===== config.mk =====
export PLATFORM = sky130hd
export DESIGN_NAME = bcd_display_scanner_flat
export DESIGN_NICKNAME = d
export VERILOG_FILES = /design/src/rtl/seg_pkg.sv /design/src/rtl/bcd_display_scanner_if.sv /design/src/rtl/scan_prescaler.sv /design/src/rtl/bcd_display_scanner.sv /design/src/flat_wrapper.sv
export SDC_FILE = /design/constraint.sdc
export NUM_CORES = 1
export LEC_CHECK = 0
export BUFFER_PORTS_ARGS = -buffer_cell sky130_fd_sc_hd__buf_2
export CAP_MARGIN = 20
export CORE_MARGIN = 3
export CORE_UTILIZATION = 62
export DETAILED_ROUTE_END_ITERATION = 10
export PLACE_DENSITY = 0.84
export SETUP_SLACK_MARGIN = 0.4
export SLEW_MARGIN = 20
export SYNTH_ARGS = -nofsm -noshare
export SYNTH_HDL_FRONTEND = slang
export SYNTH_SLANG_ARGS = --single-unit

===== constraint.sdc =====
create_clock -name clk -period 7.5 [get_ports clk]
set_input_delay 0.75 -clock clk [delete_from_list [all_inputs] [get_ports clk]]
set_output_delay 0.75 -clock clk [all_outputs]
set_load 0.03 [all_outputs]

===== src/rtl/seg_pkg.sv =====
// seg_pkg: BCD types and constants shared by the scanned 7-segment display blocks.
package seg_pkg;
    localparam int BCD_W = 4;
    localparam logic [BCD_W-1:0] BCD_BLANK = 4'hF;
    typedef logic [BCD_W-1:0] bcd_t;
endpackage


===== src/rtl/bcd_display_scanner_if.sv =====
// bcd_display_scanner_if: valid/ready channel carrying a full N-digit BCD word into the scanner.
interface bcd_display_scanner_if #(
    parameter int NUM_DIGITS = 4
);
    logic [4*NUM_DIGITS-1:0] din;
    logic                    din_valid;
    logic                    din_ready;
    modport master (output din, output din_valid, input din_ready);
    modport slave (input din, input din_valid, output din_ready);
endinterface


===== src/rtl/scan_prescaler.sv =====
// scan_prescaler: free-running 0..REFRESH_DIV-1 counter; tick marks the last cycle of each slot.
module scan_prescaler #(
    parameter int REFRESH_DIV = 50000,
    localparam int DIV_W = $clog2(REFRESH_DIV)
) (
    input  logic clk,
    input  logic rst_n,
    output logic tick
);
    logic [DIV_W-1:0] cnt_q, cnt_d;
    assign tick  = cnt_q == DIV_W'(REFRESH_DIV - 1);
    assign cnt_d = tick ? '0 : cnt_q + 1'b1;
    always_ff @(posedge clk or negedge rst_n) begin
        if (!rst_n) cnt_q <= '0;
        else        cnt_q <= cnt_d;
    end
endmodule


===== src/rtl/bcd_display_scanner.sv =====
// bcd_display_scanner: multiplexes an N-digit BCD word onto one decoder bus with active-low anodes.
// New words are committed only at frame wrap; define BCD_SCAN_LZB_EN for leading-zero blanking.
module bcd_display_scanner
    import seg_pkg::*;
#(
    parameter int NUM_DIGITS  = 4,
    parameter int REFRESH_DIV = 50000
) (
    input  logic                  clk,
    input  logic                  rst_n,
    bcd_display_scanner_if.slave  bus,
    output bcd_t                  bcd_out,
    output logic [NUM_DIGITS-1:0] an_n,
    output logic                  frame_start
);
    localparam int IDX_W = $clog2(NUM_DIGITS);
    localparam logic [NUM_DIGITS-1:0] ONE = NUM_DIGITS'(1);

    logic                          tick, wrap, xfer, commit;
    logic [IDX_W-1:0]              idx_q, idx_d;
    logic [NUM_DIGITS-1:0][BCD_W-1:0] disp_q, disp_d, pend_q, pend_d, lzb;
    logic                          pflag_q, pflag_d, ready_q, ready_d, started_q;
    logic [NUM_DIGITS-1:0]         an_q, an_d;
    bcd_t                          bcd_q, bcd_d;
    logic                          fs_q, fs_d;

    scan_prescaler #(.REFRESH_DIV(REFRESH_DIV)) u_prescaler (
        .clk  (clk),
        .rst_n(rst_n),
        .tick (tick)
    );

`ifdef BCD_SCAN_LZB_EN
    logic seen;
    // Digits above the most significant non-zero digit blank; digit 0 always shows.
    always_comb begin
        seen = 1'b0;
        lzb  = pend_q;
        for (int i = NUM_DIGITS - 1; i > 0; i--) begin
            seen = seen | (pend_q[i] != 4'd0);
            if (!seen) lzb[i] = BCD_BLANK;
        end
    end
`else
    assign lzb = pend_q;
`endif

    always_comb begin
        wrap    = tick && (idx_q == IDX_W'(NUM_DIGITS - 1));
        idx_d   = tick ? (wrap ? '0 : idx_q + 1'b1) : idx_q;
        xfer    = bus.din_valid && ready_q;
        commit  = wrap && pflag_q;
        pend_d  = xfer ? bus.din : pend_q;
        pflag_d = xfer || (pflag_q && !commit);
        ready_d = !pflag_d;
        disp_d  = commit ? lzb : disp_q;
        an_d    = ~(ONE << idx_d);
        bcd_d   = disp_d[idx_d];
        fs_d    = !started_q || wrap;
    end

    always_ff @(posedge clk or negedge rst_n) begin
        if (!rst_n) begin
            idx_q     <= '0;
            disp_q    <= '1;
            pend_q    <= '1;
            pflag_q   <= 1'b0;
            ready_q   <= 1'b1;
            started_q <= 1'b0;
            an_q      <= '1;
            bcd_q     <= BCD_BLANK;
            fs_q      <= 1'b0;
        end else begin
            idx_q     <= idx_d;
            disp_q    <= disp_d;
            pend_q    <= pend_d;
            pflag_q   <= pflag_d;
            ready_q   <= ready_d;
            started_q <= 1'b1;
            an_q      <= an_d;
            bcd_q     <= bcd_d;
            fs_q      <= fs_d;
        end
    end

    assign bus.din_ready = ready_q;
    assign an_n          = an_q;
    assign bcd_out       = bcd_q;
    assign frame_start   = fs_q;
endmodule

===== src/flat_wrapper.sv =====
// flat-port wrapper written by rule: the top's interface ports become plain ports
module bcd_display_scanner_flat import seg_pkg::*;
#(
    parameter int NUM_DIGITS  = 4,
    parameter int REFRESH_DIV = 50000
)
  (clk, rst_n, bcd_out, an_n, frame_start, bus_din, bus_din_valid, bus_din_ready);
  bcd_display_scanner_if #(.NUM_DIGITS(NUM_DIGITS)) bus_i ();
  input  logic clk;
  input  logic rst_n;
  output bcd_t bcd_out;
  output logic [NUM_DIGITS-1:0] an_n;
  output logic frame_start;
  input wire logic [$bits(bus_i.din)-1:0] bus_din;
  input wire logic [$bits(bus_i.din_valid)-1:0] bus_din_valid;
  output wire logic [$bits(bus_i.din_ready)-1:0] bus_din_ready;
  assign bus_i.din = bus_din;
  assign bus_i.din_valid = bus_din_valid;
  assign bus_din_ready = bus_i.din_ready;
  bcd_display_scanner #(.NUM_DIGITS(NUM_DIGITS), .REFRESH_DIV(REFRESH_DIV)) u_core (.clk(clk), .rst_n(rst_n), .bus(bus_i), .bcd_out(bcd_out), .an_n(an_n), .frame_start(frame_start));
endmodule

==> impl_metrics.toml <==
[floorplanning]
fp.dieW_um = 71.1
std_cell_rows = 23
io-pin-count = 29
coreArea_um2 = 4030
dieArea_um2 = 5050
die_h_um = 71.1
start_util_pct = 65.2

[global_routing]
antenna_found_initial = 0
grt_start_max_net_pins = 63
grt_pass1_vias = 1591
grt_pass1_wl_um = 7540
grt.total_usage_pct = 19.9
grt-ovfl-total = 0

[sta]
rsz0062_at_grt = "false"
post-route-min-period_ps = 3230
max_freq_mhz = 309
worst_pin_slew_ps = 1050
period_share_pct = 43.1
finalSetupViolations = 0
finalClockSkew_ps = 5.16
final-hold-violation-count = 0
relSlewSlack_pct = 30.1
setup_tns_ps = 0
drv_slew = 0

[yosys]
ys_ff_latch = 62
synth_top_cell_area_share_pct = 41.0
yosys.area.top_type = "dfstp_2"
post-synth-top-count-cell = "dfstp_2"
yosys_warnings = 0
synth_edf_count = 0
syn_area_um2 = 2630
synth_nets = 200
yosysSeqAreaShare_pct = 61.1
netlist_top_cells_area = "dfstp_2 (41%), dfrtp_1 (20%), mux2_2 (15%), mux4_2 (6.9%), xor2_1 (3.0%)"
ys_top_cells_by_count = "dfstp_2 (41), mux2_2 (36), dfrtp_1 (21)"
synthCells = 179
syn_avg_cell_area_um2 = 14.7
ys.flop_type = "dfstp_2"
synthDistinctLibCells = 25
async_reset_ff_share_pct = 100

[layout]
final_cells = 268
synthToLayoutAreaGrowth_pct = 15.3
nFillCells = 261
final_nets = 234
n_antenna_cell = 0
regArea_um2 = 1600
drive_above_1_share_pct = 60.1
multi_input_area_um2 = 981

[cts]
ctsResizeCount = 0
cts_tree = "yes"
cts_made_buffers = 9
htree_levels = 3
cts_hold_buffers = 0
clk_latency_ps = 330
clockBufferDepth = 2
cts_root_buffer = "clkbuf_8"
cts.sinks = 62
clkTransAtPathRegs_ps = 70
postCtsSetupBuffers = 0

[detailed_routing]
drc = 0
dr.pass1.iters = 4
drt_first_iter_violations = 117
wl_per_cell_um = 16.6
viasPerCell = 5.65
wirelength_um = 4450
via_count = 1515
ant_nets = 0

[worst_setup_path]
endpoint_kind = "flip-flop"
cp.arrival_ps = 3500
crit_type = "reg2reg"
start_kind = "flip-flop"
crit_required_ps = 7760
cp_max_fo = 24
ff2ff_path_depth = 6

[power_and_ir_drop]
ir_drop_v = 0.000135
power_density_nw_per_um2 = 217
p_leak_nw = 1.39

[place]
placedCellCount = 252
place.port_buffers = 28
gp_congestion = 0.855
dp_hpwl_um = 3060

[run]
max-cap-violations = 0

[status]
outcome = "finished clean"

[min_path]
hp-class = "reg2reg"
holdPathStages = 1
## routing by layer
layer | vias up | share of wire (%) | track usage, %
met5 | - | 0 | 0
met1 | 752 | 41 | 24.8
met2 | 46 | 51 | 31.7
met4 | 0 | 3.8 | 12.7
li1 | 699 | - | -
met3 | 18 | 3.9 | 4.26
## state kept, by name (all words and copies together) (netlist names)
signal                    cells
u_core.an_n                   4
u_core.bus.din_ready          1
u_core.started_q              1
u_core.disp_q                16
u_core.frame_start            1
u_core.pflag_q                1
u_core.bcd_out                4
u_core.idx_q                  2
u_core.lzb                   16
u_core.u_prescaler.cnt_q     16
## layout by cell type, fill, tap and decap left out, drive strengths merged, types with 2 or more instances in the layout
cell type,count
dfstp,41
mux2,36
buf,30
dfrtp,21
clkbuf,13
nor2,12
nand2,12
xor2,9
mux4,8
nand3,7
and3,6
xnor2,5
clkinv,3
nor4,2
mux2i,2
ha,2
## cell families after synthesis
kind of cell	count (synthesis)	synth area share (%)
adder cells (fa/ha/maj)	2	0.953
multiplexers	46	23.1
XOR/XNOR	14	4.67
AND/OR/NAND/NOR	45	8.53
flip-flops	62	61.1
other	1	0.143
buffers and inverters	9	1.57
## power by group
group          leakage [nW]  total, mW  internal (mW)  switching [mW]
clock network         0.115      0.310          0.189           0.122
logic                 0.579     0.0117        0.00387         0.00783
registers             0.692      0.336          0.336        0.000134
## critical path, stage by stage, from the launching register on
cell     delay (ps)
dfrtp_1         390
ha_1            210
and3_1          250
and4_1          510
and3_1          930
mux4_2          600
mux2_2          270
## final timing paths
kind,endpoint,slack [ps],start
setup / recovery,u_core.bcd_out[3]$_DFF_PN1_,4270,u_core.u_prescaler.cnt_q[0]$_DFF_PN0_
hold / removal,u_core.frame_start$_DFF_PN0_,420,u_core.started_q$_DFF_PN0_
setup reg to reg,u_core.bcd_out[3]$_DFF_PN1_,4270,u_core.u_prescaler.cnt_q[0]$_DFF_PN0_
hold reg to reg,u_core.frame_start$_DFF_PN0_,420,u_core.started_q$_DFF_PN0_
max in group asynchronous,u_core.idx_q[0]$_DFF_PN0_,6460,rst_n
min in group asynchronous,u_core.frame_start$_DFF_PN0_,550,rst_n
## cell type report
cell class                 instances  area share [%]
timing repair buffer              30            5.12
tap                               50            2.07
clock inverter                     3            1.32
clock buffer                      13            5.91
multi-input combinational        108            32.4
sequential                        62            52.9
inverter                           2           0.248
## per-stage QoR
step           worst slack (ps)  area (µm²)  power [mW]  hold slack, ps  util, %
2_1_floorplan              5140        2630       0.342             382        -
3_3_place_gp               4440        2810       0.353             391     69.7
3_5_place_dp               4320        2810       0.354             409     69.7
4_1_cts                    4240        3030       0.666             420     75.2
5_1_grt                    4060        3030       0.682             423     75.2
6_report                   4270        3030       0.658             421     75.2
Power figures use the tool's default switching activity.
